--- src/rtl/reset_sequencer.sv ---
// Lock-qualified reset sequencer: filters PLL lock, stretches reset, then releases
// N_CH reset outputs in ascending order; re-enters on lock loss or software request.
module reset_sequencer #(
    parameter int N_CH      = 4,
    parameter int LOCK_FILT = 8,
    parameter int HOLD      = 16,
    parameter int STAGGER   = 4
) (
    input  logic            clk,
    input  logic            rst_n,
    input  logic            pll_lock,
    input  logic            sw_rst_req,
    output logic            sw_rst_ack,
    input  logic            lock_lost_clr,
    output logic [N_CH-1:0] rst_out,
    output logic            rst_done,
    output logic            lock_lost
);

    localparam int MAXV = (LOCK_FILT > HOLD) ?
                          ((LOCK_FILT > STAGGER) ? LOCK_FILT : STAGGER) :
                          ((HOLD > STAGGER) ? HOLD : STAGGER);
    localparam int CW   = $clog2(MAXV + 1);
    localparam int CHW  = (N_CH > 1) ? $clog2(N_CH) : 1;

    localparam logic [CW-1:0]  LF_END   = CW'(LOCK_FILT - 1);
    localparam logic [CW-1:0]  HOLD_END = CW'(HOLD - 1);
    localparam logic [CW-1:0]  STG_END  = CW'(STAGGER - 1);
    localparam logic [CHW-1:0] LAST_CH  = CHW'(N_CH - 1);

    typedef enum logic [1:0] {
        ST_QUAL    = 2'd0,
        ST_HOLD    = 2'd1,
        ST_RELEASE = 2'd2,
        ST_RUN     = 2'd3
    } state_t;

    state_t         state;
    logic [CW-1:0]  cnt;
    logic [CHW-1:0] ch;
    logic           lock_m;
    logic           lock_s;

    always_ff @(posedge clk) begin
        if (!rst_n) begin
            lock_m <= 1'b0;
            lock_s <= 1'b0;
        end else begin
            lock_m <= pll_lock;
            lock_s <= lock_m;
        end
    end

    always_ff @(posedge clk) begin
        if (!rst_n) begin
            state      <= ST_QUAL;
            cnt        <= '0;
            ch         <= '0;
            rst_out    <= '1;
            rst_done   <= 1'b0;
            sw_rst_ack <= 1'b0;
            lock_lost  <= 1'b0;
        end else begin
            sw_rst_ack <= 1'b0;
            if (lock_lost_clr)
                lock_lost <= 1'b0;

            // Lock loss beats the software request; any re-entry asserts every channel together.
            if (state != ST_QUAL && !lock_s) begin
                state    <= ST_QUAL;
                cnt      <= '0;
                ch       <= '0;
                rst_out  <= '1;
                rst_done <= 1'b0;
                if (state == ST_RELEASE || state == ST_RUN)
                    lock_lost <= 1'b1;
            end else if (state != ST_QUAL && sw_rst_req) begin
                sw_rst_ack <= 1'b1;
                state      <= ST_HOLD;
                cnt        <= '0;
                ch         <= '0;
                rst_out    <= '1;
                rst_done   <= 1'b0;
            end else begin
                case (state)
                    ST_QUAL: begin
                        if (!lock_s) begin
                            cnt <= '0;
                        end else if (cnt == LF_END) begin
                            state <= ST_HOLD;
                            cnt   <= '0;
                        end else begin
                            cnt <= cnt + CW'(1);
                        end
                    end
                    ST_HOLD: begin
                        if (cnt == HOLD_END) begin
                            cnt        <= '0;
                            rst_out[0] <= 1'b0;
                            if (N_CH == 1) begin
                                state    <= ST_RUN;
                                rst_done <= 1'b1;
                            end else begin
                                state <= ST_RELEASE;
                                ch    <= CHW'(1);
                            end
                        end else begin
                            cnt <= cnt + CW'(1);
                        end
                    end
                    ST_RELEASE: begin
                        if (cnt == STG_END) begin
                            cnt         <= '0;
                            rst_out[ch] <= 1'b0;
                            ch          <= ch + CHW'(1);
                            if (ch == LAST_CH) begin
                                state    <= ST_RUN;
                                rst_done <= 1'b1;
                            end
                        end else begin
                            cnt <= cnt + CW'(1);
                        end
                    end
                    ST_RUN: begin
                    end
                    default: state <= ST_QUAL;
                endcase
            end
        end
    end

endmodule
--- config.mk ---
export PLATFORM = sky130hd
export DESIGN_NAME = reset_sequencer
export DESIGN_NICKNAME = d
export VERILOG_FILES = /design/src/rtl/reset_sequencer.sv
export SDC_FILE = /design/constraint.sdc
export NUM_CORES = 1
export LEC_CHECK = 0
export ABC_AREA = 0
export CORE_MARGIN = 4
export CORE_UTILIZATION = 58
export DETAILED_ROUTE_END_ITERATION = 10
export HOLD_SLACK_MARGIN = 0.15
export PLACE_DENSITY = 0.82
export REMOVE_ABC_BUFFERS = 1
export SYNTH_ARGS = -nofsm -noshare
export SYNTH_HDL_FRONTEND = slang
export SYNTH_SLANG_ARGS = --single-unit
--- constraint.sdc ---
create_clock -name clk -period 3.45 [get_ports clk]
set_clock_uncertainty 0.15 [all_clocks]
set_input_delay 0.345 -clock clk [delete_from_list [all_inputs] [get_ports clk]]
set_output_delay 0.345 -clock clk [all_outputs]
set_load 0.05 [all_outputs]
**Word level (Yosys, flattened, before mapping)**

Cells that the tools add are included.

- Flip-flop bits (word level): 18
- Input port bits: 5
- Output and inout bits: 7
- Word-level logic and storage cells: 76

- Add/sub/neg operators: 2
- Magnitude comparators: 2
- Eq/ne operators: 17
- Mux-type cells: 24
- Bitwise logic cells: 3
- Reduce and logical (&&, ||, !) cells: 17

Operator list:

| operator | count |
|---|---|
| 5-bit 2-to-1 mux | 4 |
| 5-bit case mux with 3 select lines | 1 |
| 2-bit 2-to-1 mux | 7 |
| 6-bit AND reduction | 2 |
| 3-bit inequality test (second input constant) | 3 |
| 1-bit 2-to-1 mux | 8 |
| 2-bit == test (second input constant) | 3 |
| 2-bit inequality test (second input constant) | 3 |
| 3-bit by 1-bit inequality test with 1-bit output (second input constant) | 2 |
| 2-bit case mux with 3 select lines | 1 |
| 3-bit AND reduction | 2 |
| 5-bit by 1-bit adder with 5-bit output (second input constant) | 1 |
| 5-bit by 2-bit == test with 1-bit output (second input constant) | 1 |
| 5-bit by 3-bit == test with 1-bit output (second input constant) | 1 |
| 5-bit by 4-bit == test with 1-bit output (second input constant) | 1 |
| 4-bit bitwise AND | 1 |
| 2-bit by 1-bit inequality test with 1-bit output (second input constant) | 2 |
| 4-bit NOT | 1 |
| 2-bit case mux with 2 select lines | 1 |
| 2-bit nonzero test | 2 |
| 4-bit nonzero test | 1 |
| 1-bit logical AND | 3 |
| 2-bit by 3-bit < comparator with 1-bit output (second input constant) | 1 |
| 3-bit nonzero test | 1 |
| other kinds (12) | 12 |

**Depth between registers and ports, before layout**

- Word-level depth: 8
- Mapped depth: 8
- Gate-level depth less buffers: 8

**Worst setup path before layout**

Ideal clock, no wire load.

- Kind: register -> register
- Start: reg cnt[0]
- End: reg cnt[3]
- Setup time: 0.086 ns
- Arrival: 1.475 ns
- Data required time: 3.214 ns
- Setup slack: 1.739 ns
- Stages on the path, launching flop included: 9
- Buffers on the path: 0
- Period minus slack after synthesis: 1.711 ns
- Path through: dfxtp_1 > ha_1 > nand3_1 > inv_1 > ha_1 > nand2b_1 > o211ai_2 > o21ai_0 > a211oi_1

- Cells in the longest elaborated chain, start to end: 4
- Elaborated cells between the ends (all ways): 9
- Those cells by class: add/sub: 1; eq/ne: 3; mux: 5

Ends and longest elaborated chain:

| what | RTL line | source |
|---|---|---|
| start: declaration | 39 | `logic [CW-1:0] cnt;` |
| start signal: assignment | 93 | `cnt <= cnt + CW'(1);` |
| start signal: assignment | 108 | `cnt <= cnt + CW'(1);` |
| start signal: assignment | 121 | `cnt <= cnt + CW'(1);` |
| 5-bit by 1-bit adder with 5-bit output or 5-bit by 3-bit == test with 1-bit output (tied branches) | -- |  |
| 5-bit 2-to-1 mux | 89 | `end else if (cnt == LF_END) begin` |
| 5-bit 2-to-1 mux | 87 | `if (!lock_s) begin` |
| 5-bit case mux with 3 select lines (*) | 85 | `case (state)` |

Mark *: on every way between the ends. The rest lies on a longest branch, timed or not.
A chain may end at the register's enable or synchronous reset.

**Final worst setup path**

- Start: reg state[0]
- End: reg rst_out[2]

- Cells in the longest elaborated chain, start to end: 3
- Elaborated cells between the ends (all ways): 6
- Those cells by class: eq/ne: 1; reduce/logical: 5

Ends and longest elaborated chain:

| what | RTL line | source |
|---|---|---|
| start: declaration | 38 | `state_t state;` |
| start signal: assignment | 56 | `state <= ST_QUAL;` |
| start signal: assignment | 70 | `state <= ST_QUAL;` |
| start signal: assignment | 79 | `state <= ST_HOLD;` |
| 2-bit nonzero test | 69, 77 |  |
| 1-bit logical AND (on tied branches) | 69, 77 |  |
| 3-bit OR reduction (no source line) | -- |  |
| end signal: assignment | 59 | `rst_out <= '1;` |
| end signal: assignment | 73 | `rst_out <= '1;` |
| end signal: assignment | 82 | `rst_out <= '1;` |
| end: declaration | 15 | `output logic [N_CH-1:0] rst_out,` |

Several ways; a longest one is shown, not always the timed one.

==> results.md <==
* Relative slew slack at between 50% and 60%
* Post-synth top area share at around a third
* Worst Path Max Fanout at 6
* Period utilisation layout at around 60%
* Tightest Pin Transition at 0.724 ns
* I/O Pins at 12
* Register area share after synthesis at a little over a third
* Register bit count reported by yosys at 18
* Count leader, synth: dfxtp_1
* CP most frequent cell: inv_1
* DR iter-0 viols at 12
* Power Density at about 450 nW/um^2
* Hold-fix buffers at CTS at 0
* Die height at ~50 um
* Clock Root Buffer: clkbuf_4
* Grt ovf at 0
* Final non-filler cell area at between 1000 and 1500 um^2
* Number of setup buffers added after CTS at 0
* Hold Path Class: reg2reg
* Crit path kind: reg2reg
* Crit end category: flop
* Fillers at between 100 and 150
* Drt total wl at between 2000 and 2500 um
* Mean post-synth cell area at around 9 um^2
* Vias at between 800 and 900
* Port Buffer Count at 11
* Core Area at about 1600 um^2
* Vias per std cell at between 5 and 6
* Final ANT Viol Nets at 0
* Buf+Inv Stages, Crit Path at 2
* # diodes at 0
* Placed Area at 1150 um^2
* Pleak at between 0.4 and 0.5 nW
* First-pass GRT wire length at 3850 um
* Crit path time final at between 2 and 2.5 ns
* Final hold slack at ~0.29 ns
* Setup_tns at 0 ns
* Post-DP HPWL at approximately 1600 um
* RSZ-0062 raised after global routing: false
* Largest net degree at the start of global routing at 12
* Wire length per cell at between 10 and 15 um
* Synth cell count leaders: dfxtp_1 (18), ha_1 (12), nand2_1 (11)
* Slew Viols, Final at 0
* CTS sink count at 18
* Layout cell share with drive strength beyond 1 at around 7.0%
* Num CTS Buffers at 3
* Post-CTS sizing at 0
* Die W at between 40 and 50 um
* Routability cong. at between 0.8 and 0.9
* CTS tree: done
* Number of global-route vias before repair at between 800 and 900
* Slowest CP cell: nor4_1
* Max Freq at between 400 and 500 MHz
* Initial Util at 64.8%
* Synthesized area at just over 1000 um^2
* VDD IR-drop max at roughly 0.36 mV
* Power, Total at roughly 0.53 mW
* Die area at between 2000 and 2500 um^2
* Syn Inst Count at between 100 and 150
* Final net count at about 150
* Clock tree buffer depth at 2
* Crit path cell chain: inv_1 -> ha_1 -> inv_1 -> nor4_1 -> nand2_1 -> a21o_1
* DRT Pass-1 Iters at 4
* Leading area contributor after synthesis: dfxtp_1
* Yosys cell types at 36
* GRT Overall Usage at 19.4%
* Crit path required time at between 3 and 4 ns
* Std-Cell Rows at 14
* Synthesis Warnings at 0
* Initial antenna violation count at 0
* CTS H-tree depth at 1
* Worst skew pair latency at about 0.29 ns
* Synth top area cells: dfxtp_1 (35%), ha_1 (15%), nand2_1 (4.0%), inv_1 (3.7%), o21ai_0 (3.4%)
* Final hold violations at 0
* Cell class contributing the biggest share of worst-path delay: simple AND/OR/NAND/NOR gates
* Final count of negative-setup-slack endpoints at 0
* CP Launch Type: flop
* Area Overhead vs Synth at 15.8%
* Clock-pin slew on the worst setup and hold paths at around 0.11 ns
* Max Cap Viol at 0
* Asr flop ratio synth at 0%
* CP peak stage delay at 0.63 ns
* Ys flop type: dfxtp_1
* EDFF count, synth at 0
* Status: completed
* DRC at 0
* Arr. time, crit path at between 2 and 2.5 ns
==> worst reg2reg max path: stages (launching register included) <==
cell,delay (ns)
dfxtp_1,0.38
inv_1,0.12
ha_1,0.23
inv_1,0.14
nor4_1,0.63
nand2_1,0.13
a21o_1,0.20
==> layout make-up <==
type	instances	area, um^2	area share [%]
well taps	16	20.0	1.69
multi-input cells	84	611	51.6
flip-flops and latches	18	360	30.5
inverters	10	37.5	3.17
clock buffers	4	36.3	3.07
repair buffers	12	118	9.95
==> flip-flops by register name (all words and copies together), names as in the netlist <==
register / flops
lock_s: 1
lock_m: 1
sw_rst_ack: 1
rst_out: 4
state: 2
lock_lost: 1
rst_done: 1
cnt: 5
ch: 2
==> path summary, 6_finish.rpt <==
kind / from / to / slack [ns] / cells after the start
setup / recovery: state[0] / rst_out[2] / 1.37 / 6
hold / removal: lock_m / lock_s / 0.29 / 1
setup reg to reg: state[0] / rst_out[2] / 1.37 / 6
hold reg to reg: lock_m / lock_s / 0.29 / 1
==> kinds of logic after synthesis <==
logic type | Yosys count | synth area share [%]
AOI/OAI and AO/OA | 28 | 19.0
xor gates and xnor gates | 1 | 0.858
adders and majority gates | 12 | 14.7
buffers and inverters | 13 | 4.90
DFF | 18 | 35.3
muxes | 2 | 1.96
and+or+nand+nor | 41 | 23.3
==> layout by cell type (no fill, tap or decap), types with 2 or more instances in the layout <==
| cell | n |
|---|---|
| a21o_1 | 3 |
| nand2_1 | 11 |
| mux2i_1 | 2 |
| nor2_1 | 7 |
| nor4_1 | 2 |
| nand3_1 | 2 |
| nor2b_1 | 4 |
| a211oi_1 | 4 |
| clkdlybuf4s50_1 | 11 |
| clkbuf_4 | 3 |
| inv_1 | 10 |
| and2_1 | 2 |
| nand2b_1 | 3 |
| o21ai_0 | 7 |
| ha_1 | 12 |
| a21oi_1 | 5 |
| dfxtp_1 | 18 |
| nor3_1 | 2 |
==> per-stage QoR <==
step                      std cells  util (%)  worst slack, ns
after floorplan                 112         -             1.51
after global placement          140      72.7             1.46
after detailed placement        140      72.7             1.40
after CTS                       144      75.0             1.37
after global routing            144      75.0             1.22
final                           144      75.0             1.37
==> layer usage <==
layer,vias to the layer above,global-route usage (%),routed length (um)
met3,6,6.33,98
met5,-,0,0
li1,429,-,-
met1,395,23.0,970
met2,28,33.0,968
met4,0,5.53,41
==> power by group <==
group	internal (mW)	total (mW)	switching, mW
Clock	0.0642	0.130	0.0656
Combinational	0.0583	0.151	0.0929
Sequential	0.228	0.250	0.0213
(Power assumes the default switching activity.)
